`src/rtl/fb_pkg.sv`:
```
// Shared framebuffer-arbiter defaults and swap FSM encoding.
// Pure declarations; no logic.
`timescale 1ns/1ps
package fb_pkg;
  localparam int ADDR_W_DEF     = 15;
  localparam int FB_WORDS_DEF   = 23040;
  localparam int FIFO_DEPTH_DEF = 4;
  localparam int PIX_W          = 2;

  typedef enum logic [1:0] {
    IDLE    = 2'd0,
    DRAIN   = 2'd1,
    WAIT_VB = 2'd2
  } swap_state_t;
endpackage

```
`src/rtl/fb_wr_fifo.sv`:
```
// Synchronous first-word-fall-through FIFO; pop_dat is the head entry, zero read latency.
// Backpressure: push is ignored when full, pop is ignored when empty.
`timescale 1ns/1ps
module fb_wr_fifo #(
  parameter int WIDTH = 17,
  parameter int DEPTH = 4
) (
  input  logic             clk,
  input  logic             reset,
  input  logic             push,
  input  logic [WIDTH-1:0] push_dat,
  input  logic             pop,
  output logic [WIDTH-1:0] pop_dat,
  output logic             full,
  output logic             empty
);
  localparam int PTR_W = (DEPTH > 1) ? $clog2(DEPTH) : 1;
  localparam logic [PTR_W:0] FULL_CNT = DEPTH[PTR_W:0];

  logic [WIDTH-1:0] mem [DEPTH];
  logic [PTR_W-1:0] wr_ptr;
  logic [PTR_W-1:0] rd_ptr;
  logic [PTR_W:0]   count;
  logic             push_ok;
  logic             pop_ok;

  assign full    = (count == FULL_CNT);
  assign empty   = (count == '0);
  assign push_ok = push && !full;
  assign pop_ok  = pop && !empty;
  assign pop_dat = mem[rd_ptr];

  always_ff @(posedge clk) begin
    if (reset) begin
      wr_ptr <= '0;
      rd_ptr <= '0;
      count  <= '0;
    end else begin
      if (push_ok) wr_ptr <= wr_ptr + 1'b1;
      if (pop_ok)  rd_ptr <= rd_ptr + 1'b1;
      if (push_ok && !pop_ok)      count <= count + 1'b1;
      else if (pop_ok && !push_ok) count <= count - 1'b1;
    end
  end

  always_ff @(posedge clk) begin
    if (push_ok) mem[wr_ptr] <= push_dat;
  end
endmodule

```
`src/rtl/fb_arbiter.sv`:
```
// Double-buffered framebuffer arbiter: display reads always win the single-port RAM, writes drain from a FIFO.
// Read latency 1 cycle; wr_ready drops while the FIFO is full or a bank swap is pending.
`timescale 1ns/1ps
module fb_arbiter
  import fb_pkg::*;
#(
  parameter int ADDR_W     = ADDR_W_DEF,
  parameter int FB_WORDS   = FB_WORDS_DEF,
  parameter int FIFO_DEPTH = FIFO_DEPTH_DEF
) (
  input  logic              clk,
  input  logic              reset,
  input  logic              vga_req,
  input  logic [ADDR_W-1:0] vga_addr,
  output logic [PIX_W-1:0]  vga_q,
  input  logic              vga_vblank,
  input  logic              wr_valid,
  output logic              wr_ready,
  input  logic [ADDR_W-1:0] wr_addr,
  input  logic [PIX_W-1:0]  wr_data,
  input  logic              wr_frame_done,
  output logic              swap_done,
  output logic              err_oob,
  output logic [ADDR_W:0]   ram_addr,
  output logic              ram_we,
  output logic [PIX_W-1:0]  ram_wdata,
  input  logic [PIX_W-1:0]  ram_q
);
  localparam int ENT_W = ADDR_W + PIX_W;
  localparam logic [ADDR_W:0] FB_LIMIT = FB_WORDS[ADDR_W:0];

  swap_state_t      state;
  swap_state_t      state_nxt;
  logic             display_bank;
  logic             vb_q;
  logic             vb_rise;
  logic             swap_fire;
  logic             rd_d1;
  logic [PIX_W-1:0] vga_q_hold;
  logic             in_range;
  logic             accept;
  logic             push;
  logic             pop;
  logic             fifo_full;
  logic             fifo_empty;
  logic [ENT_W-1:0] pop_dat;

  assign in_range = ({1'b0, wr_addr} < FB_LIMIT);
  assign wr_ready = !fifo_full && (state == IDLE) && !reset;
  assign accept   = wr_valid && wr_ready;
  assign push     = accept && in_range;
  assign pop      = !reset && !vga_req && !fifo_empty;
  assign vb_rise  = vga_vblank && !vb_q;
  assign vga_q    = rd_d1 ? ram_q : vga_q_hold;

  fb_wr_fifo #(
    .WIDTH (ENT_W),
    .DEPTH (FIFO_DEPTH)
  ) u_fifo (
    .clk      (clk),
    .reset    (reset),
    .push     (push),
    .push_dat ({wr_addr, wr_data}),
    .pop      (pop),
    .pop_dat  (pop_dat),
    .full     (fifo_full),
    .empty    (fifo_empty)
  );

  // Reader has absolute priority; the FIFO only gets idle RAM cycles.
  always_comb begin
    ram_we    = 1'b0;
    ram_addr  = '0;
    ram_wdata = '0;
    if (!reset) begin
      if (vga_req) begin
        ram_addr = {display_bank, vga_addr};
      end else if (pop) begin
        ram_we    = 1'b1;
        ram_addr  = {~display_bank, pop_dat[ENT_W-1:PIX_W]};
        ram_wdata = pop_dat[PIX_W-1:0];
      end
    end
  end

  always_comb begin
    state_nxt = state;
    swap_fire = 1'b0;
    case (state)
      IDLE:    if (wr_frame_done) state_nxt = DRAIN;
      DRAIN:   if (fifo_empty && !push) state_nxt = WAIT_VB;
      WAIT_VB: begin
        if (vb_rise) begin
          state_nxt = IDLE;
          swap_fire = 1'b1;
        end
      end
      default: state_nxt = IDLE;
    endcase
  end

  // vb_q resets high so a vblank already asserted out of reset is not an edge.
  always_ff @(posedge clk) begin
    if (reset) begin
      state        <= IDLE;
      display_bank <= 1'b0;
      vb_q         <= 1'b1;
      swap_done    <= 1'b0;
      err_oob      <= 1'b0;
      rd_d1        <= 1'b0;
      vga_q_hold   <= '0;
    end else begin
      state     <= state_nxt;
      vb_q      <= vga_vblank;
      swap_done <= swap_fire;
      rd_d1     <= vga_req;
      if (rd_d1)               vga_q_hold   <= ram_q;
      if (swap_fire)           display_bank <= ~display_bank;
      if (accept && !in_range) err_oob      <= 1'b1;
    end
  end
endmodule

```
`config.mk`:
```
export PLATFORM = sky130hd
export DESIGN_NAME = fb_arbiter
export DESIGN_NICKNAME = d
export VERILOG_FILES = /design/src/rtl/fb_pkg.sv /design/src/rtl/fb_wr_fifo.sv /design/src/rtl/fb_arbiter.sv
export SDC_FILE = /design/constraint.sdc
export NUM_CORES = 1
export LEC_CHECK = 0
export ABC_AREA = 1
export CORE_MARGIN = 1.5
export CORE_UTILIZATION = 52
export CTS_CLUSTER_DIAMETER = 30
export DETAILED_ROUTE_END_ITERATION = 10
export MAX_ROUTING_LAYER = met4
export PLACE_DENSITY = 0.83
export SYNTH_ARGS = -nofsm -noshare
export SYNTH_HDL_FRONTEND = slang
export SYNTH_HIERARCHICAL = 1
export SYNTH_SLANG_ARGS = --single-unit
```
`constraint.sdc`:
```
create_clock -name clk -period 2.57 [get_ports clk]
set_input_delay 0.3855 -clock clk [delete_from_list [all_inputs] [get_ports clk]]
set_output_delay 0.3855 -clock clk [all_outputs]
set_load 0.05 [all_outputs]
```
==> run metrics <==
slowest stage delay, CP 0.48 ns; Initial Util 54.2%; reg2reg start u_fifo/count[0]$_SDFFE_PP0P_; CTS tree built; status complete, no violations; DR vias/cell 5.42; final-report max-slew violation count 0; Area Overhead vs Synth 32.6%; synth warn 6; total clock sinks 86; CP arrival 2.05 ns; clk root buf clkbuf_8; largest net degree at the start of global routing 36; Die X 87.4 um; Worst path slowest cell clkdlybuf4s50_1; VDD IR max 0.000465 V; Max Fclk 411 MHz; Std-Cell Rows 30; Avg Inst Size Synth 11.5 um2; DR WL/cell 16.0 um; via count 2,709; detailed placement HPWL 5040 um; die area 0.00764 mm2; share of the synthesized area in the top cell type 55.1%; Final Non-Filler Cells 500; Setup Skew 0.00870 ns; dpl cells 483; Clock transition at path regs 0.08 ns; fin nets 445; Total Wirelength 8020 um; Setup crit start reset; ANT cells 0; drt initial violations 181; static leakage 1.85 nW; Worst-Skew Late Latency 0.35 ns; Num CTS Buffers 9; final worst path period share 94.6%; All-Layer GR Usage 23.0%; H-tree depth 3; final worst setup slack 0.138 ns; actual slew at the worst max-slew pin 0.536 ns; HP Class reg2reg; area leader, netlist edfxtp_1; top cells by area, synth edfxtp_1 (55%), dfxtp_1 (9.7%), nor2_1 (5.5%), a22o_1 (3.5%), inv_1 (3.1%); gr ovfl total 0; post-layout min period 2.43 ns; clock buffer depth 2; dpl cell area 0.00464 mm2; crit path kind in2out; ys async rst share 0%; Buf/Inv on CP 6; hold_ws 0.489 ns; number of flops mapped to enable cells by yosys 68; Final Power 3.31 mW; top-count cell post-synth edfxtp_1; FF+latch count, synth 86; DRT antenna net count 0; most used cell, CP buf_12; layout cell share with drive strength beyond 1 19.6%; Critical Path End Type output pin; pre-CTS setup slack -0.0304 ns; delay-heaviest family, CP buffers and inverters; RD Place Congestion 0.930; vias in the first global route 2,638; RSZ-0062 raised after global routing no; endpoints failing hold 0; Syn Nets 368; sequential fraction of the synthesis area 64.8%; critical path peak fanout 16; Cells after Synth 322; Post-Synthesis Cell Area 0.00370 mm2; Max Cap Viol 0; first-pass GRT wire length 12,600 um; hold_sp vga_q_hold[1]$_SDFF_PP0_; initial antenna violation count 0; # IOs 64; Remaining DRCs 0; drt first pass iters 4; main flop type after synthesis edfxtp_1; die height 87.4 um; Core ar. 0.00683 mm2; pwr/cell area 673 mW/mm2; Max-slew headroom 64.2%; Worst Path Required 2.18 ns; Port Buffer Count 63; count of final setup violators 0; Finished Cell Area 0.00491 mm2; Synth top cells by count edfxtp_1 (68), nor2_1 (54), inv_1 (31); Synth cell types 28; cell chain of the critical path clkdlybuf4s50_1 -> buf_4 -> inv_1 -> nand2_1 -> clkinvlp_4 -> buf_12 -> a22o_1 -> buf_12; crit start category primary input; # hold bufs at CTS 0
==> cell usage in the layout, fill, tap and decap left out <==
cell type,count
clkdlybuf4s50_1,43
nand4_1,2
xor2_1,1
clkinvlp_4,1
clkinv_4,1
inv_1,29
nor2_1,54
ha_1,5
buf_4,14
clkinv_2,2
nand3_1,5
inv_6,1
inv_2,4
dfxtp_4,2
nand2_1,29
nor2_2,4
nand3b_1,1
bufinv_16,3
clkinv_1,1
a21oi_1,10
o21ai_1,12
nand2_2,3
o22ai_1,17
nor3_4,1
clkbuf_8,9
dfxtp_1,16
or2_2,1
a22o_1,15
o21ai_2,11
o21ai_0,14
nor3_1,2
fa_1,1
buf_12,21
nand3_2,1
edfxtp_1,68
==> what timing repair did <==
| item | 4_1_cts | 5_1_grt |
|---|---|---|
| gates resized for setup | 0 | 6 |
| buffers inserted | 0 | 1 |
| endpoints found under the setup margin | 0 | 16 |
==> metal layers <==
| layer | routed length (um) | global-route usage [%] |
|---|---|---|
| met1 | 3130 | 26.6 |
| met2 | 4070 | 37.6 |
| met3 | 600 | 4.93 |
| met4 | 213 | 12.1 |
| met5 | 0 | - |
==> area by class of cell <==
type / count / area, um2
sequential: 86 / 2410
fill: 441 / 1920
multi-input combinational: 189 / 1050
timing repair buffer: 78 / 956
inverter: 35 / 140
clock buffer: 9 / 124
tap: 96 / 120
clock inverter: 7 / 113
==> metrics by stage <==
| stage | utilization, % | setup TNS, ns |
|---|---|---|
| floorplan | - | 0 |
| finish | 71.9 | 0 |
| detailed placement | 68.0 | -0.0369 |
| CTS | 71.4 | 0 |
| global route | 71.9 | 0 |
| global placement | 68.0 | 0 |
==> path summary, 6_finish.rpt <==
check                                 end  slack [ns]  cells past startpoint
max reg2reg  u_fifo/count[2]$_SDFFE_PP0P_        0.27                     19
max                           ram_addr[1]        0.14                      8
min reg2reg      vga_q_hold[1]$_SDFF_PP0_        0.49                      2
min              vga_q_hold[1]$_SDFF_PP0_        0.49                      2
==> state kept, by name, indices dropped and copies added (netlist names), named ones only <==
register       count
state              2
rd_d1              1
u_fifo/rd_ptr      2
vga_q_hold         2
vb_q               1
err_oob            1
display_bank       1
u_fifo/mem        68
swap_done          1
u_fifo/count       3
u_fifo/wr_ptr      2
==> power by group <==
part           switching, mW  leakage [nW]  internal (mW)
Combinational          0.357         0.971          0.274
Sequential            0.0259         0.762           1.55
Clock                  0.459         0.121          0.640
==> kinds of logic after synthesis <==
group / Yosys count / synth area share [%]
and+or+nand+nor: 103 / 12.0
DFF: 86 / 64.8
AOI/OAI and AO/OA: 79 / 13.9
buffers and inverters: 47 / 6.86
adders and majority gates: 6 / 2.23
xor gates and xnor gates: 1 / 0.236
==> worst min-delay path, cell delays in order, from the launching register on <==
cell     delay [ns]
dfxtp_1        0.31
nand2_1        0.08
a21oi_1        0.06
Power figures use the tool's default switching activity.
